## config.mk

```make
export PLATFORM = sky130hd
export DESIGN_NAME = lock_unlock_ctrl
export DESIGN_NICKNAME = d
export VERILOG_FILES = /design/src/rtl/lock_ctrl_pkg.sv /design/src/rtl/key_seq_cmp.sv /design/src/rtl/lock_unlock_ctrl.sv
export SDC_FILE = /design/constraint.sdc
export NUM_CORES = 1
export LEC_CHECK = 0
export BUFFER_PORTS_ARGS = -buffer_cell sky130_fd_sc_hd__buf_2
export CORE_AREA = 2 2 39 41
export CTS_BUF_LIST = sky130_fd_sc_hd__clkbuf_4 sky130_fd_sc_hd__clkbuf_8 sky130_fd_sc_hd__clkbuf_16
export CTS_CLUSTER_SIZE = 16
export DETAILED_ROUTE_END_ITERATION = 8
export DIE_AREA = 0 0 41 43
export GPL_TIMING_DRIVEN = 0
export PLACE_DENSITY = 0.84
export SLEW_MARGIN = 20
export SYNTH_ARGS = -nofsm -noshare
export SYNTH_HDL_FRONTEND = slang
export SYNTH_SLANG_ARGS = --single-unit
```

## constraint.sdc

```tcl
create_clock -name clk -period 1.9 [get_ports clk]
set_input_delay 0.19 -clock clk [delete_from_list [all_inputs] [get_ports clk]]
set_output_delay 0.19 -clock clk [all_outputs]
set_load 0.01 [all_outputs]
```

## src/rtl/lock_ctrl_pkg.sv

```systemverilog
// -----------------------------------------------------------------------------
// lock_ctrl_pkg
// Shared definitions for the key-based unlock controller:
//   - lock_state_e : controller state encoding (LOCKED, UNLOCKED, LOCKOUT)
//   - DEF_*        : default key geometry, key value, failure limit and
//                    unlock window length used as parameter defaults.
// -----------------------------------------------------------------------------
package lock_ctrl_pkg;

    typedef enum logic [1:0] {
        LOCKED   = 2'd0,
        UNLOCKED = 2'd1,
        LOCKOUT  = 2'd2
    } lock_state_e;

    localparam int          DEF_KEY_W         = 8;
    localparam int          DEF_KEY_LEN       = 4;
    // Word 0 lives in the least significant byte and is sent first.
    localparam logic [31:0] DEF_KEY           = 32'hA5C3_0F96;
    localparam int          DEF_MAX_FAIL      = 3;
    localparam int          DEF_UNLOCK_CYCLES = 16;

endpackage : lock_ctrl_pkg

```

## src/rtl/key_seq_cmp.sv

```systemverilog
// -----------------------------------------------------------------------------
// key_seq_cmp
// Tracks the position inside a multi-word key sequence and remembers whether
// any word seen so far differed from the expected key.
//
// Ports:
//   clk          in   clock, rising edge
//   reset        in   asynchronous, active-high reset
//   clear_i      in   abort the current sequence (wins over xfer_i)
//   xfer_i       in   a key word is accepted this cycle
//   data_i       in   key word [KEY_W]
//   seq_done_o   out  this transfer is the last word of the sequence
//   seq_match_o  out  every word so far, including data_i, matched the key
//                     (meaningful together with seq_done_o)
// -----------------------------------------------------------------------------
module key_seq_cmp #(
    parameter int                         KEY_W   = 8,
    parameter int                         KEY_LEN = 4,
    parameter logic [KEY_W*KEY_LEN-1:0]   KEY     = '0
) (
    input  logic             clk,
    input  logic             reset,
    input  logic             clear_i,
    input  logic             xfer_i,
    input  logic [KEY_W-1:0] data_i,
    output logic             seq_done_o,
    output logic             seq_match_o
);

    localparam int IDX_W = (KEY_LEN > 1) ? $clog2(KEY_LEN) : 1;

    logic [IDX_W-1:0] idx_q, idx_d;
    logic             mismatch_q, mismatch_d;
    logic [KEY_W-1:0] exp_word;
    logic             last_word;

    // Select the expected word for the current position.
    always_comb begin
        exp_word = '0;
        for (int i = 0; i < KEY_LEN; i++) begin
            if (idx_q == IDX_W'(i)) begin
                exp_word = KEY[i*KEY_W +: KEY_W];
            end
        end
    end

    assign last_word   = (idx_q == IDX_W'(KEY_LEN - 1));
    assign seq_done_o  = xfer_i && last_word;
    assign seq_match_o = !mismatch_q && (data_i == exp_word);

    // NOTE: every variable driven here gets a default first, so no path
    // leaves it unassigned and no latch is inferred.
    always_comb begin
        idx_d      = idx_q;
        mismatch_d = mismatch_q;
        if (clear_i || seq_done_o) begin
            idx_d      = '0;
            mismatch_d = 1'b0;
        end else if (xfer_i) begin
            idx_d      = idx_q + 1'b1;
            mismatch_d = mismatch_q || (data_i != exp_word);
        end
    end

    // NOTE: state registers use non-blocking assignments and an asynchronous
    // reset so reset takes effect without waiting for a clock edge.
    always_ff @(posedge clk or posedge reset) begin
        if (reset) begin
            idx_q      <= '0;
            mismatch_q <= 1'b0;
        end else begin
            idx_q      <= idx_d;
            mismatch_q <= mismatch_d;
        end
    end

endmodule : key_seq_cmp

```

## src/rtl/lock_unlock_ctrl.sv

```systemverilog
// -----------------------------------------------------------------------------
// lock_unlock_ctrl
// Accepts a KEY_LEN-word key over a valid/ready stream, compares it with a
// compile-time key and drives the unlock input of the downstream lock
// register. Failed attempts are counted; MAX_FAIL failures lock the block out
// until reset. unlock is low from reset and is decoded from the state
// register only, so key_data never reaches it combinationally.
//
// Optional build macro: LOCK_CTRL_TIMEOUT_EN
//   defined   : unlock stays high for exactly UNLOCK_CYCLES cycles, then the
//               block relocks by itself (relock still ends it early).
//   undefined : UNLOCKED persists until relock or reset.
//
// Ports:
//   clk        in   clock, rising edge
//   reset      in   asynchronous, active-high reset
//   key_valid  in   key word offered
//   key_data   in   key word [KEY_W]
//   key_ready  out  word accepted this cycle (high only in LOCKED)
//   relock     in   return to LOCKED / abort a partial sequence
//   unlock     out  unlock request to the downstream lock register
//   lockout    out  permanent lockout indicator
//   fail_cnt   out  failed attempts since last success or reset, saturating
// -----------------------------------------------------------------------------
module lock_unlock_ctrl
    import lock_ctrl_pkg::*;
#(
    parameter int                       KEY_W         = DEF_KEY_W,
    parameter int                       KEY_LEN       = DEF_KEY_LEN,
    parameter logic [KEY_W*KEY_LEN-1:0] KEY           = DEF_KEY,
    parameter int                       MAX_FAIL      = DEF_MAX_FAIL,
    parameter int                       UNLOCK_CYCLES = DEF_UNLOCK_CYCLES
) (
    input  logic                          clk,
    input  logic                          reset,
    input  logic                          key_valid,
    input  logic [KEY_W-1:0]              key_data,
    output logic                          key_ready,
    input  logic                          relock,
    output logic                          unlock,
    output logic                          lockout,
    output logic [$clog2(MAX_FAIL+1)-1:0] fail_cnt
);

    localparam int FC_W = $clog2(MAX_FAIL + 1);

    if (MAX_FAIL < 1 || UNLOCK_CYCLES < 1) begin : g_bad_params
        $error("lock_unlock_ctrl: MAX_FAIL and UNLOCK_CYCLES must be >= 1");
    end

    lock_state_e     state_q, state_d;
    logic [FC_W-1:0] fail_cnt_q, fail_cnt_d;
    logic            xfer;
    logic            seq_done;
    logic            seq_match;
    logic            tmr_expired;

    // relock wins over a coincident transfer: the word is discarded.
    assign key_ready = (state_q == LOCKED);
    assign xfer      = key_valid && key_ready && !relock;

    key_seq_cmp #(
        .KEY_W   (KEY_W),
        .KEY_LEN (KEY_LEN),
        .KEY     (KEY)
    ) u_key_seq_cmp (
        .clk         (clk),
        .reset       (reset),
        .clear_i     (relock),
        .xfer_i      (xfer),
        .data_i      (key_data),
        .seq_done_o  (seq_done),
        .seq_match_o (seq_match)
    );

`ifdef LOCK_CTRL_TIMEOUT_EN
    localparam int TMR_W = $clog2(UNLOCK_CYCLES + 1);

    logic [TMR_W-1:0] tmr_q, tmr_d;

    // Loaded on entry to UNLOCKED; the edge that sees 1 leaves the state, so
    // unlock is high for exactly UNLOCK_CYCLES cycles.
    always_comb begin
        tmr_d = tmr_q;
        if (state_q != UNLOCKED && state_d == UNLOCKED) begin
            tmr_d = TMR_W'(UNLOCK_CYCLES);
        end else if (state_q == UNLOCKED && tmr_q != '0) begin
            tmr_d = tmr_q - 1'b1;
        end
    end

    always_ff @(posedge clk or posedge reset) begin
        if (reset) begin
            tmr_q <= '0;
        end else begin
            tmr_q <= tmr_d;
        end
    end

    assign tmr_expired = (tmr_q == TMR_W'(1));
`else
    assign tmr_expired = 1'b0;
`endif

    always_comb begin
        state_d    = state_q;
        fail_cnt_d = fail_cnt_q;
        unique case (state_q)
            LOCKED: begin
                if (seq_done) begin
                    if (seq_match) begin
                        state_d    = UNLOCKED;
                        fail_cnt_d = '0;
                    end else begin
                        if (fail_cnt_q != FC_W'(MAX_FAIL)) begin
                            fail_cnt_d = fail_cnt_q + 1'b1;
                        end
                        if (fail_cnt_q == FC_W'(MAX_FAIL - 1)) begin
                            state_d = LOCKOUT;
                        end
                    end
                end
            end
            UNLOCKED: begin
                if (relock || tmr_expired) begin
                    state_d = LOCKED;
                end
            end
            LOCKOUT: begin
                state_d = LOCKOUT;
            end
            // Unused encoding: fall back to the secure locked state.
            default: begin
                state_d = LOCKED;
            end
        endcase
    end

    always_ff @(posedge clk or posedge reset) begin
        if (reset) begin
            state_q    <= LOCKED;
            fail_cnt_q <= '0;
        end else begin
            state_q    <= state_d;
            fail_cnt_q <= fail_cnt_d;
        end
    end

    assign unlock   = (state_q == UNLOCKED);
    assign lockout  = (state_q == LOCKOUT);
    assign fail_cnt = fail_cnt_q;

endmodule : lock_unlock_ctrl

```

* Word level (Yosys, flattened, before mapping) *
Cells that the tools add are included.

storage, ports and cells
  logic and storage cells = 47
  output and inout bits = 5
  bits of input ports = 12
  register bits = 7

operators by class
  reduce and logical (&&, ||, !) cells = 14
  equality and inequality tests = 12
  muxes and demuxes = 15
  add/sub/neg operators = 2

operators with widths
  kind                                                  number
  2-to-1 mux 8 bit                                      4
  2-to-1 mux 2 bit                                      8
  equality test 2 bit (second input constant)           4
  equality test 8 bit                                   1
  != test 8 bit                                         1
  case mux 2 bit (3 select lines)                       1
  AND reduction 3 bit                                   2
  adder 2 x 1 -> 2 bit (second input constant)          2
  equality test 2 x 1 -> 1 bit (second input constant)  2
  logical AND 1 bit                                     4
  zero test 2 bit                                       2
  != test 2 bit (second input constant)                 2
  nonzero test 2 bit                                    2
  != test 3 x 1 -> 1 bit (second input constant)        1
  zero test 1 bit                                       2
  logical OR 1 bit                                      2
  2-to-1 mux 1 bit                                      2
  != test 2 x 1 -> 1 bit (second input constant)        1

* Longest topological paths before layout *
  depth in word-level cells = 10
  depth in mapped cells = 6
  depth with buffers taken out = 6

* Modules after synthesis *
A second synthesis with hierarchy kept.

unflattened totals
  cell total of the unflattened synthesis = 62
  area, all modules = 601.8 um^2

by module, submodules not included
  module            area each (um^2)  cells an instance  instances  sequential area each (um^2)
  key_seq_cmp       350.3             36                 1          75.1
  lock_unlock_ctrl  251.5             26                 1          100.1

* Worst setup path after synthesis *
No wires, ideal clock.

  path kind = reg-to-reg
  from = reg u_key_seq_cmp.idx_q[0]
  to = reg fail_cnt_q[0], in the netlist fail_cnt[0]
  path slack = 380 ps
  path buffers = 0
  setup time = 125 ps
  cell stages (with the launch flop) = 7
  arrival = 1395 ps
  period minus slack after synthesis = 1520 ps
  path through = dfrtp_1 -> inv_1 -> ha_1 -> xnor2_1 -> nand4_1 -> o32ai_1 -> nand2_1

on the way
  word-level cells in the longest chain between the ends = 9

ends and longest elaborated chain
  what                            RTL line                 source
  start, declared                 key_seq_cmp.sv:32        logic [IDX_W-1:0] idx_q, idx_d;
  start signal, assigned          key_seq_cmp.sv:72        idx_q <= idx_d;
  zero test 2 bit                 key_seq_cmp.sv:41        if (idx_q == IDX_W'(i)) begin
  2-to-1 mux 8 bit (4 in series)  key_seq_cmp.sv:41
  equality test 8 bit             key_seq_cmp.sv:49        assign seq_match_o = !mismatch_q && (data_i == exp_word);
  logical AND 1 bit               key_seq_cmp.sv:49
  nonzero test 2 bit (no line)    -
  AND reduction 3 bit (no line)   -
  end signal, assigned            lock_unlock_ctrl.sv:145  fail_cnt_q <= fail_cnt_d;
  end, declared                   lock_unlock_ctrl.sv:52   logic [FC_W-1:0] fail_cnt_q, fail_cnt_d;

Several ways; a longest one is shown, not always the timed one.
A chain may end at the register's enable or synchronous reset.

* Worst setup path in the final report *
  from = reg u_key_seq_cmp.idx_q[1]
  to = reg fail_cnt_q[0], in the netlist fail_cnt[0]

Same word-level chain as after synthesis.

==> impl_metrics.json <==
{
  "arrival_ns": 1.90,
  "status": "finished clean",
  "slew_headroom": 0.710,
  "drive_gt1_frac": 0.278,
  "setup_violations": 0,
  "holdPathStages": 2,
  "port_buffers": 16,
  "drtAntennaViolNets": 0,
  "clock-sinks": 7,
  "power_density_nw_per_um2": 712,
  "ys_types": 28,
  "synth_nets": 91,
  "crit_path_end": "fail_cnt[0]$_DFFE_PP0P_",
  "finalWirelength_um": 1360,
  "wire_per_inst_um": 12.8,
  "crit_type": "register to register",
  "clock_latency_ns": 0.27,
  "r2r_start": "u_key_seq_cmp.idx_q[1]$_DFFE_PP0P_",
  "overflow": 0,
  "drv_slew": 0,
  "place.gp.congestion": 0.746,
  "r2r-end": "fail_cnt[0]$_DFFE_PP0P_",
  "finalCriticalPeriod_ns": 1.74,
  "startpoint": "u_key_seq_cmp.idx_q[1]$_DFFE_PP0P_",
  "finalCritPeriodShare": 0.915,
  "end_kind": "register",
  "p_leak_uw": 0.000397,
  "grt_pass1_wl_um": 2220,
  "start_util": 0.459,
  "final_common_cell": "buf_2",
  "post_cts_buffers": 0,
  "grt_use_total": 0.187,
  "drtIter0Drc": 9,
  "die_x_um": 41,
  "yosys_warnings": 0,
  "worst_ep_required_time_ns": 2.06,
  "cts-root-buf": "clkbuf_4",
  "drc_errors": 0,
  "timing_worst_slew_pin_value_ns": 0.435,
  "reg2reg_depth": 6,
  "die_h_um": 43,
  "yosys_register_bits": 7,
  "dieArea_um2": 1760,
  "tritoncts": "built",
  "drt-vias-per-instance": 5.35,
  "vias": 567,
  "cts_inserted_buffers": 3,
  "totalNegativeSetupSlack_ns": 0,
  "r2r_setup_slack_ns": 0.16,
  "antenna_found_initial": 0,
  "syn_to_final_growth_pct": 24.2,
  "skew_ns": 0.0147,
  "rsz0062_at_grt": "false",
  "worstPathMaxFanout": 6,
  "drv_cap": 0,
  "io_pins": 17,
  "hpwl_um": 1030,
  "first_global_vias": 540,
  "core_um2": 1380,
  "place_ws_ns": 0.134,
  "fmax_mhz": 575,
  "dr.pass1.iters": 4,
  "cts_buffer_depth": 2,
  "start_kind": "register",
  "ys_seq_area_frac": 0.276,
  "setup_slack_ns": 0.161,
  "netlist_area_um2": 636,
  "clk_pin_slew_ns": 0.07,
  "peakVddDrop_mv": 0.259,
  "nNetsFinal": 113,
  "hold_violations": 0,
  "num_rows": 14,
  "final_cell_mix": "buf_2, ha_1, nand2_1, inv_1, dfrtp_1",
  "syn_area_per_cell_um2": 9.21,
  "htree_levels": 1,
  "hold_path.class": "primary input to register",
  "grt_max_degree": 9,
  "num_antenna_cells": 0,
  "netlist_instances": 69
}
## timing repair
action                                  in CTS  in global routing
endpoints found under the hold margin        7                  0
resized for setup                            0                  3
hold buffers                                 1                  0
endpoints found under the setup margin       0                  2
## final cells by class
type | count | area (um^2)
well taps | 16 | 20.0
flip-flops and latches | 7 | 176
plain buffers | 1 | 11.3
clock buffers | 4 | 30.0
inverters | 6 | 22.5
fillers | 117 | 594
repair buffers | 17 | 90.1
multi-input cells | 55 | 439
## where the power goes
part | switching (uW) | leakage [uW] | internal (uW) | total [uW]
Sequential | 39.6 | 0.0000913 | 174 | 213
Clock | 69.9 | 0.0000184 | 95.3 | 165
Combinational | 101 | 0.000288 | 83.0 | 184
## synth_stat cells
cell	n	area (um^2)
nor3b_1	1	7.51
o21a_1	1	7.51
nand4_1	1	6.26
a21o_1	1	7.51
dfrtp_1	7	175
xnor2_1	4	35.0
inv_1	6	22.5
nand3_1	1	5.00
o311ai_0	1	8.76
a32oi_1	1	8.76
nand3b_1	1	7.51
nand2_1	6	22.5
xor2_1	4	35.0
nor3_1	3	15.0
nor4b_4	1	23.8
ha_1	10	125
nor2b_1	2	12.5
or3b_1	1	8.76
o32ai_1	1	8.76
a21oi_1	2	10.0
nand2b_1	2	12.5
o21ai_0	1	5.00
nor4_1	3	18.8
buf_6	1	11.3
nor2_1	4	15.0
a31oi_1	1	6.26
and2b_1	1	7.51
and2_1	1	6.26
## routing by layer
layer	vias to the layer above	global-route usage	part of all wire
li1	279	-	-
met1	269	0.211	0.43
met5	-	0	0
met2	14	0.303	0.49
met3	5	0.0785	0.056
met4	0	0.0600	0.021
## cells by family (layout without fill, tap and decap cells)
kind of cell,Yosys count,count (layout),share of synthesized area
compound gates,9,9,0.0984
fa+ha+maj,10,10,0.197
xor+xnor,8,8,0.110
buf+inv,7,28,0.0531
flops,7,7,0.276
simple gates,28,28,0.266
## critical path: stages, from the launching register on
cell	delay, ns
dfrtp_1	0.44
inv_1	0.13
ha_1	0.21
xnor2_1	0.16
nand4_1	0.27
o32ai_1	0.35
nand2_1	0.08
## sequential cells by signal, indices dropped and copies added (netlist names)
signal,flops
u_key_seq_cmp.mismatch_q,1
state_q,2
u_key_seq_cmp.idx_q,2
fail_cnt,2
## worst min-delay path by stage
stage                     slack [ns]                                   end    from
after floorplan               -0.007               fail_cnt[0]$_DFFE_PP0P_   reset
after global placement          0.13  u_key_seq_cmp.mismatch_q$_DFFE_PP0P_   reset
after detailed placement        0.14  u_key_seq_cmp.mismatch_q$_DFFE_PP0P_   reset
after CTS                       0.18    u_key_seq_cmp.idx_q[0]$_DFFE_PP0P_  relock
after global routing            0.18    u_key_seq_cmp.idx_q[0]$_DFFE_PP0P_  relock
final                           0.17    u_key_seq_cmp.idx_q[0]$_DFFE_PP0P_  relock
## per-stage QoR
step                      total power, uW  cell area [um^2]   util  cells  hold slack, ns
after global routing                  598               790  0.571    106           0.182
final                                 562               790  0.571    106           0.174
after detailed placement              394               736  0.532    101           0.137
after CTS                             556               776  0.561    106           0.177
after global placement                378               736  0.532    101           0.129
after floorplan                       329               636      -     69        -0.00660
No activity file was read; power rests on OpenSTA's default activity.
